<file path="config.mk">
export PLATFORM = sky130hd
export DESIGN_NAME = int_ctrl
export DESIGN_NICKNAME = d
export VERILOG_FILES = /design/src/rtl/int_ctrl.sv
export SDC_FILE = /design/constraint.sdc
export NUM_CORES = 1
export LEC_CHECK = 0
export BUFFER_PORTS_ARGS = -buffer_cell sky130_fd_sc_hd__buf_2
export CAP_MARGIN = 0
export CORE_MARGIN = 3
export CORE_UTILIZATION = 50
export DETAILED_ROUTE_END_ITERATION = 10
export PLACE_DENSITY_LB_ADDON = 0.1
export SYNTH_ARGS = -nofsm -noshare
export SYNTH_HDL_FRONTEND = slang
export SYNTH_SLANG_ARGS = --single-unit
</file>
<file path="constraint.sdc">
create_clock -name clk -period 2.7 [get_ports clk]
set_input_delay 0.405 -clock clk [delete_from_list [all_inputs] [get_ports clk]]
set_output_delay 0.405 -clock clk [all_outputs]
set_load 0.01 [all_outputs]
</file>
<file path="src/rtl/int_ctrl.sv">
// -----------------------------------------------------------------------------
// int_ctrl : fixed-priority interrupt controller upstream of instruction fetch.
//
// Collects eight peripheral request lines into a pending register. Each source
// is qualified by a per-source mask and a global enable (GIE), and the lowest
// eligible index wins arbitration. The controller drives a one-hot redirect to
// the fetch stage for one cycle, saves the return PC, and blocks further
// dispatch until the handler signals return.
//
// Build option:
//   INTC_EDGE_EN  defined   : a rising edge on irq_src[i] sets pending[i].
//                 undefined : level mode. pending[i] is set every cycle that
//                             irq_src[i] is high, and no edge-history flops
//                             are built.
//
// Ports:
//   clk        in   system clock, rising edge
//   rst_n      in   asynchronous active-low reset
//   irq_src    in   [7:0] request lines (0 timer, 1 uart, 2 bt, 7:3 spare)
//   jump_flag  in   fetch redirect by branch/jump this cycle
//   pc_in      in   [CPU_WIDTH-1:0] current fetch PC
//   iret       in   one-cycle handler-return pulse
//   reg_we     in   register write strobe
//   reg_addr   in   [1:0] 0 MASK, 1 PEND (W1C), 2 STAT, 3 EPC (RO)
//   reg_wdata  in   [CPU_WIDTH-1:0] write data
//   reg_rdata  out  [CPU_WIDTH-1:0] combinational read data
//   irq        out  [7:0] one-hot dispatch vector; masked by jump_flag
//   epc        out  [CPU_WIDTH-1:0] saved return address
//   in_service out  high from dispatch until iret
// -----------------------------------------------------------------------------
module int_ctrl #(
    parameter int unsigned CPU_WIDTH = 16
) (
    input  logic                 clk,
    input  logic                 rst_n,
    input  logic [7:0]           irq_src,
    input  logic                 jump_flag,
    input  logic [CPU_WIDTH-1:0] pc_in,
    input  logic                 iret,
    input  logic                 reg_we,
    input  logic [1:0]           reg_addr,
    input  logic [CPU_WIDTH-1:0] reg_wdata,
    output logic [CPU_WIDTH-1:0] reg_rdata,
    output logic [7:0]           irq,
    output logic [CPU_WIDTH-1:0] epc,
    output logic                 in_service
);

    localparam int unsigned IRQ_NUM = 8;
    localparam int unsigned ID_W    = 3;

    localparam logic [1:0] ST_IDLE     = 2'd0;
    localparam logic [1:0] ST_DISPATCH = 2'd1;
    localparam logic [1:0] ST_SERVICE  = 2'd2;

    localparam logic [1:0] A_MASK = 2'd0;
    localparam logic [1:0] A_PEND = 2'd1;
    localparam logic [1:0] A_STAT = 2'd2;
    localparam logic [1:0] A_EPC  = 2'd3;

    logic [1:0]           state_q, state_d;
    logic [ID_W-1:0]      id_q, id_d;
    logic [CPU_WIDTH-1:0] epc_q, epc_d;
    logic [IRQ_NUM-1:0]   pend_q, pend_d;
    logic [IRQ_NUM-1:0]   mask_q, mask_d;
    logic                 gie_q, gie_d;

    logic [IRQ_NUM-1:0]   set_vec;
    logic [IRQ_NUM-1:0]   eligible;
    logic [IRQ_NUM-1:0]   disp_clr;
    logic [IRQ_NUM-1:0]   w1c_clr;
    logic [ID_W-1:0]      prio_id;
    logic                 prio_hit;

    // Only the low byte of write data is architecturally meaningful.
    logic unused_wdata;
    assign unused_wdata = ^reg_wdata[CPU_WIDTH-1:IRQ_NUM];

    // Request capture: edge detect or raw level depending on build option.
`ifdef INTC_EDGE_EN
    logic [IRQ_NUM-1:0] src_q;

    always_ff @(posedge clk or negedge rst_n) begin
        if (!rst_n) begin
            src_q <= '0;
        end else begin
            src_q <= irq_src;
        end
    end

    assign set_vec = irq_src & ~src_q;
`else
    assign set_vec = irq_src;
`endif

    assign eligible = gie_q ? (pend_q & mask_q) : '0;

    // Fixed priority: scanning downward lets the lowest set index win.
    always_comb begin
        prio_id  = '0;
        prio_hit = 1'b0;
        for (int i = int'(IRQ_NUM) - 1; i >= 0; i--) begin
            if (eligible[i]) begin
                prio_id  = ID_W'(i);
                prio_hit = 1'b1;
            end
        end
    end

    // State register and datapath registers.
    always_ff @(posedge clk or negedge rst_n) begin
        if (!rst_n) begin
            state_q <= ST_IDLE;
            id_q    <= '0;
            epc_q   <= '0;
            pend_q  <= '0;
            mask_q  <= '0;
            gie_q   <= 1'b0;
        end else begin
            state_q <= state_d;
            id_q    <= id_d;
            epc_q   <= epc_d;
            pend_q  <= pend_d;
            mask_q  <= mask_d;
            gie_q   <= gie_d;
        end
    end

    // Next-state: arbitration result is frozen into id_q on entry to DISPATCH,
    // so later MASK/GIE writes cannot cancel an in-flight dispatch.
    always_comb begin
        state_d  = state_q;
        id_d     = id_q;
        epc_d    = epc_q;
        disp_clr = '0;
        case (state_q)
            ST_IDLE: begin
                if (prio_hit && !jump_flag) begin
                    state_d  = ST_DISPATCH;
                    id_d     = prio_id;
                    disp_clr = IRQ_NUM'(1) << prio_id;
                end
            end
            ST_DISPATCH: begin
                // A concurrent branch defers the redirect; the retry then
                // captures the branch target as the return address.
                if (!jump_flag) begin
                    epc_d   = pc_in;
                    state_d = ST_SERVICE;
                end
            end
            ST_SERVICE: begin
                if (iret) begin
                    state_d = ST_IDLE;
                end
            end
            default: begin
                state_d = ST_IDLE;
            end
        endcase
    end

    // Register writes; a new request always beats a clear of the same bit.
    always_comb begin
        mask_d  = mask_q;
        gie_d   = gie_q;
        w1c_clr = '0;
        if (reg_we) begin
            case (reg_addr)
                A_MASK:  mask_d  = reg_wdata[IRQ_NUM-1:0];
                A_PEND:  w1c_clr = reg_wdata[IRQ_NUM-1:0];
                A_STAT:  gie_d   = reg_wdata[0];
                default: ;
            endcase
        end
        pend_d = (pend_q & ~(w1c_clr | disp_clr)) | set_vec;
    end

    // Redirect is suppressed combinationally whenever fetch is already jumping.
    always_comb begin
        irq = '0;
        if ((state_q == ST_DISPATCH) && !jump_flag) begin
            irq = IRQ_NUM'(1) << id_q;
        end
    end

    assign in_service = (state_q != ST_IDLE);
    assign epc        = epc_q;

    // Register read mux; unused upper bits are zero.
    always_comb begin
        reg_rdata = '0;
        case (reg_addr)
            A_MASK:  reg_rdata = CPU_WIDTH'(mask_q);
            A_PEND:  reg_rdata = CPU_WIDTH'(pend_q);
            A_STAT:  reg_rdata = CPU_WIDTH'({id_q, in_service, gie_q});
            A_EPC:   reg_rdata = epc_q;
            default: reg_rdata = '0;
        endcase
    end

endmodule

</file>
==> impl_metrics.toml, run 1 <==
[outcome]
status = "completed"

[place]
dpl.hpwl_um = 3947
portBuffers = 79
gp_congestion = 0.9539

[critical_path]
path_class = "flop to output port"
cp-start-kind = "flop"
crit_required_ps = 2300
cp_slowest_cell = "or3b_1"
arrival_ps = 1730
crit_path_end_kind = "output port"
ff2ff_path_depth = 4
r2r_end = "id_q[0]"
critPathCapture = "irq[0]"
crit_chain = "or3b_1 > nor4_1 > buf_2"
worstPathMaxFanout = 12
critical_path.startpoint = "state_q[1]"
slowest_delay_ps = 580
reg2reg_from = "mask_q[4]"
ff2ff_setup_slack_ps = 1130

[timing]
rsz0062_at_grt = "no"
finalMaxSlewViolations = 0
tns_ps = 0
fmaxAchievable_mhz = 469.0
worstMarginPinSlew_ps = 834.0
setup_viol = 0
fin_worst_skew_ps = 6.240
min_period_ps = 2132
slew_headroom = 0.4440
post-route-period-util = 0.7897
hold_viol = 0

[drt]
drt-total-wl_um = 5294
viasPerCell = 5.467
ant_nets = 0
drt_iter0_drc = 164
route.detailed.drc = 0
first_pass_iters = 4
avgRoutedWirePerCell_um = 15.26
routed-via-count = 1897

[synthesis]
synth_top_cell_area_share = 0.4657
ys_seq_area_frac = 0.4657
synth_nets = 265
synth_mux_area_frac = 0.1268
synth_seq_cells = 38
syn_inst = 218
synth_warnings = 0
avgSynthCellArea_um2 = 9.367
synth_area_leaders = "dfrtp_1 47%, nand2_1 14%, mux4_2 5.5%"
synth-simple-area-share = 0.2727
yosysUniqueCellTypes = 38
synth_top_family_by_area = "simple AND/OR/NAND/NOR gates"
synth-xor-area-share = 0
synth-compound-area-share = 0.1146
synth_top_area_cell = "dfrtp_1"
synthAdderAreaFrac = 0
synth.cell_area_mm2 = 0.002042

[global_route]
grt_max_degree = 39
met2_usage = 0.3284
use_met3 = 0.07482
grt_overflow_total = 0
grt_usage = 0.2235
grt_pass1_vias = 1766
grt_pass1_wl_um = 8680
use_met1 = 0.3200
antenna_found_initial = 0
grt-busiest-layer = "met2"

[die]
die_area_mm2 = 0.004887
core_mm2 = 0.003799
initial_utilization = 0.5375
pin_count = 88
rows = 22
fp.dieH_um = 69.91
die_x_um = 69.91

[pwr]
vdd_drop_max_v = 0.0004357
p_per_area_mw_per_mm2 = 854.6
p_leak_nw = 1.329

[cells_and_area]
drive_above_1_share = 0.3779
fin_util = 0.6825
n_antenna_cell = 0
final_cell_mix = "79 x buf_2, 75 x nand2_1, 38 x dfrtp_1, 11 x a21oi_1"
final_common_cell = "buf_2"
final_nets = 345
area_growth_pct = 26.96

[cts]
root_buffer = "clkbuf_8"
clkSlewWorstSetupHoldPaths_ps = 80
cts_buffer_depth = 2
cts_made_buffers = 5
postCtsHoldBufs = 0
tritoncts = "yes"
cts-htree-levels = 2
clock_latency_ps = 300
cts.repair.resized = 0
cts_sinks = 38
postCtsSetupRepairBufs = 0

[flow_run]
drv_cap = 0

[min_path]
hold_path_class = "input pin to asynchronous set/reset pin"
## metrics by stage
step	total power [mW]	setup WS (ps)	area, µm²	hold WS, ps	cells
3_5_place_dp	1.740	752.7	2479	482.9	339
2_1_floorplan	1.396	999.9	2042	109.4	218
3_3_place_gp	1.716	761.3	2479	473.3	339
5_1_grt	2.362	449.5	2592	269.9	347
4_1_cts	2.226	552.3	2592	233.9	347
6_report	2.216	567.8	2592	202.4	347
## how the worst min path moves through the flow
stage / cells after the start / to
5_1_grt: 1 / pend_q[0]
3_5_place_dp: 2 / epc[12]
6_report: 1 / pend_q[0]
2_1_floorplan: 0 / epc[0]
3_3_place_gp: 2 / epc[11]
4_1_cts: 1 / mask_q[1]
## cell usage after synthesis, drive strengths merged
master,n
nand2,75
dfrtp,38
a21oi,11
mux2,10
nor2,10
and3,8
nor3,6
clkbuf,5
mux4,5
o21ai,5
nand3,4
a22o,3
a22oi,3
and2,3
buf,3
mux2i,3
nand2b,3
a2bb2oi,2
a31oi,2
a41oi,2
inv,2
nor3b,2
a21o,1
a311oi,1
a31o,1
and3b,1
and4bb,1
nand3b,1
nand4,1
nor4,1
o221ai,1
o31ai,1
or2,1
or3,1
or3b,1
## critical path, delay by kind of cell, from the launching register on
kind                   cells  cell delay, ps
and+or+nand+nor            2             800
buffers and inverters      1             170
DFF                        1             450
## state kept, by name (all words and copies together) (netlist names)
signal,flops
epc,16
mask_q,8
pend_q,8
id_q,3
state_q,2
gie_q,1
## report_power, final
| group | internal [mW] | leakage (nW) | switching [mW] |
|---|---|---|---|
| sequential | 0.744 | 0.444 | 0.195 |
| combinational | 0.372 | 0.835 | 0.417 |
| clock | 0.275 | 0.0504 | 0.214 |
| total | 1.39 | 1.33 | 0.825 |
## routing by layer
metal,vias to the layer above,share of wire
li1,919,-
met1,899,0.44
met2,71,0.47
met3,8,0.074
met4,0,0.011
met5,-,0
## layout make-up
class	count	area, µm²
flip-flops and latches	38	950.9
fillers	336	1206
well taps	48	60.06
repair buffers	81	410.4
inverters	2	7.507
multi-input cells	170	1050
clock buffers	5	68.82
clock inverters	3	45.04
## logic make-up after synthesis
logic type      after synthesis
mux                          18
compound gates               33
simple gates                119
buf+inv                      10
flops                        38
(Power assumes the default switching activity.)
==> inputs of run 2 (changes only) <==
--- a/config.mk
+++ b/config.mk
@@ -8,7 +8,7 @@
 export BUFFER_PORTS_ARGS = -buffer_cell sky130_fd_sc_hd__buf_2
 export CAP_MARGIN = 0
 export CORE_MARGIN = 3
-export CORE_UTILIZATION = 50
+export CORE_UTILIZATION = 43
 export DETAILED_ROUTE_END_ITERATION = 10
 export PLACE_DENSITY_LB_ADDON = 0.1
 export SYNTH_ARGS = -nofsm -noshare
==> constraint.sdc (replaced) <==
create_clock -name clk -period 1.9 [get_ports clk]
set_input_delay 0.285 -clock clk [delete_from_list [all_inputs] [get_ports clk]]
set_output_delay 0.285 -clock clk [all_outputs]
set_load 0.01 [all_outputs]
==> impl_metrics.toml, run 2 (synthesis gave the netlist of run 1 again) <==
[timing]
fin_worst_skew_ps = 5.415
hold_viol = 0
layout_setup_ws_ps = 43.50
worstMarginPinSlew_ps = 465.3
tns_ps = 0
post-route-period-util = 0.9771
rsz0062_at_grt = "yes"
min_period_ps = 1856
setup_viol = 0
finalMaxSlewViolations = 0
fmaxAchievable_mhz = 538.6
holdWs_ps = 180.4
slew_headroom = 0.6898

[critical_path]
crit_required_ps = 1620
crit_family = "multiplexers"
crit_buf_inv = 1
cp-start-kind = "flop"
r2r_end = "id_q[0]"
worstPathMaxFanout = 4
slowest_delay_ps = 480
path_class = "flop to output port"
ff2ff_setup_slack_ps = 170
cp_slowest_cell = "mux4_2"
ff2ff_path_depth = 6
crit_chain = "or2_4 > mux4_2 > buf_6"
arrival_ps = 1570
reg2reg_from = "state_q[1]"
crit_path_end_kind = "output port"

[global_route]
grt_max_degree = 21
grt_pass1_vias = 1794
grt_pass1_wl_um = 8645
grt_usage = 0.2032
grt_overflow_total = 0
antenna_found_initial = 0

[cts]
cts_buffer_depth = 2
root_buffer = "clkbuf_8"
cts_sinks = 38
clock_latency_ps = 290
clkSlewWorstSetupHoldPaths_ps = 70
cts_made_buffers = 5
tritoncts = "yes"
cts-htree-levels = 2

[drt]
ant_nets = 0
first_pass_iters = 4
avgRoutedWirePerCell_um = 14.85
route.detailed.drc = 0
routed-via-count = 1906
drt_iter0_drc = 149
viasPerCell = 5.265
drt-total-wl_um = 5375

[cells_and_area]
n_antenna_cell = 0
fillCellCount = 397
final_common_cell = "buf_2"
register_area_um2 = 950.9
area_growth_pct = 31.74
final_nets = 356
largest_register_ffs = 16
final_cell_mix = "78 x buf_2, 75 x nand2_1, 38 x dfrtp_1, 11 x a21oi_1, 11 x buf_4"
drive_above_1_share = 0.4000
multi_input_area_mm2 = 0.001061
final_area_mm2 = 0.002690
fin_util = 0.6012
fin_cells = 362

[place]
gp_congestion = 0.8560
dp.cells = 348
portBuffers = 79
post-place-ws_ps = 244.1
dpl.hpwl_um = 4129
placed_area_mm2 = 0.002534

[outcome]
status = "completed"

[die]
fp.dieH_um = 74.91
initial_utilization = 0.4564
pin_count = 88
core_mm2 = 0.004474
rows = 24
die_x_um = 74.91
die_area_mm2 = 0.005612

[pwr]
p_leak_nw = 1.391
p_total_mw = 3.123
vdd_drop_max_v = 0.0006110
p_per_area_mw_per_mm2 = 1161

[min_path]
min-delay-start = "irq_src[0]"
hold-path-endpoint = "pend_q[0]"
whs_path_depth = 2
hold_path_class = "input pin to flop"

[flow_run]
drv_cap = 0
run 2: worst register-to-register path: stages (launching register included):
cell,delay (ps)
dfrtp_1,410
buf_4,140
buf_4,130
or3_4,420
nor2_4,120
o31ai_2,100
mux2_4,300
run 2: power by group:
group / internal, mW / leakage, nW / switching, mW
combinational: 0.608 / 0.899 / 0.618
clock: 0.293 / 0.0482 / 0.278
sequential: 1.06 / 0.444 / 0.270
run 2: what timing repair did:
| action | 4_1_cts | 5_1_grt |
|---|---|---|
| cloned | 0 | 0 |
| resized for setup | 2 | 2 |
| hold buffers | 1 | 0 |
| endpoints found under the setup margin | 3 | 5 |
| setup buffers | 4 | 1 |
| pin swaps | 0 | 1 |
| hold endpoints to repair | 18 | 0 |
run 2: worst max-delay path by stage:
| stage | start | to | slack, ps | cells past startpoint |
|---|---|---|---|---|
| after floorplan | state_q[1] | irq[1] | 320 | 3 |
| after global placement | state_q[1] | reg_rdata[1] | 270 | 3 |
| after detailed placement | state_q[1] | reg_rdata[1] | 240 | 3 |
| after CTS | state_q[1] | irq[0] | 5 | 3 |
| after global routing | state_q[0] | reg_rdata[1] | -20 | 3 |
| final | state_q[0] | reg_rdata[1] | 40 | 3 |
run 2: layout make-up:
class	instances	area share
Clock buffer	7	0.03209
Clock inverter	1	0.001860
Inverter	2	0.002791
Multi-Input combinational cell	170	0.3944
Sequential cell	38	0.3535
Tap cell	52	0.02419
Timing Repair Buffer	92	0.1912
run 2: layer usage:
metal  up-vias  GRT usage  wire [µm]
met5         -          0          0
met4         0    0.05336         48
met3         7    0.03738        325
met2        66     0.3124       2581
met1       891     0.2958       2419
li1        942          -          -
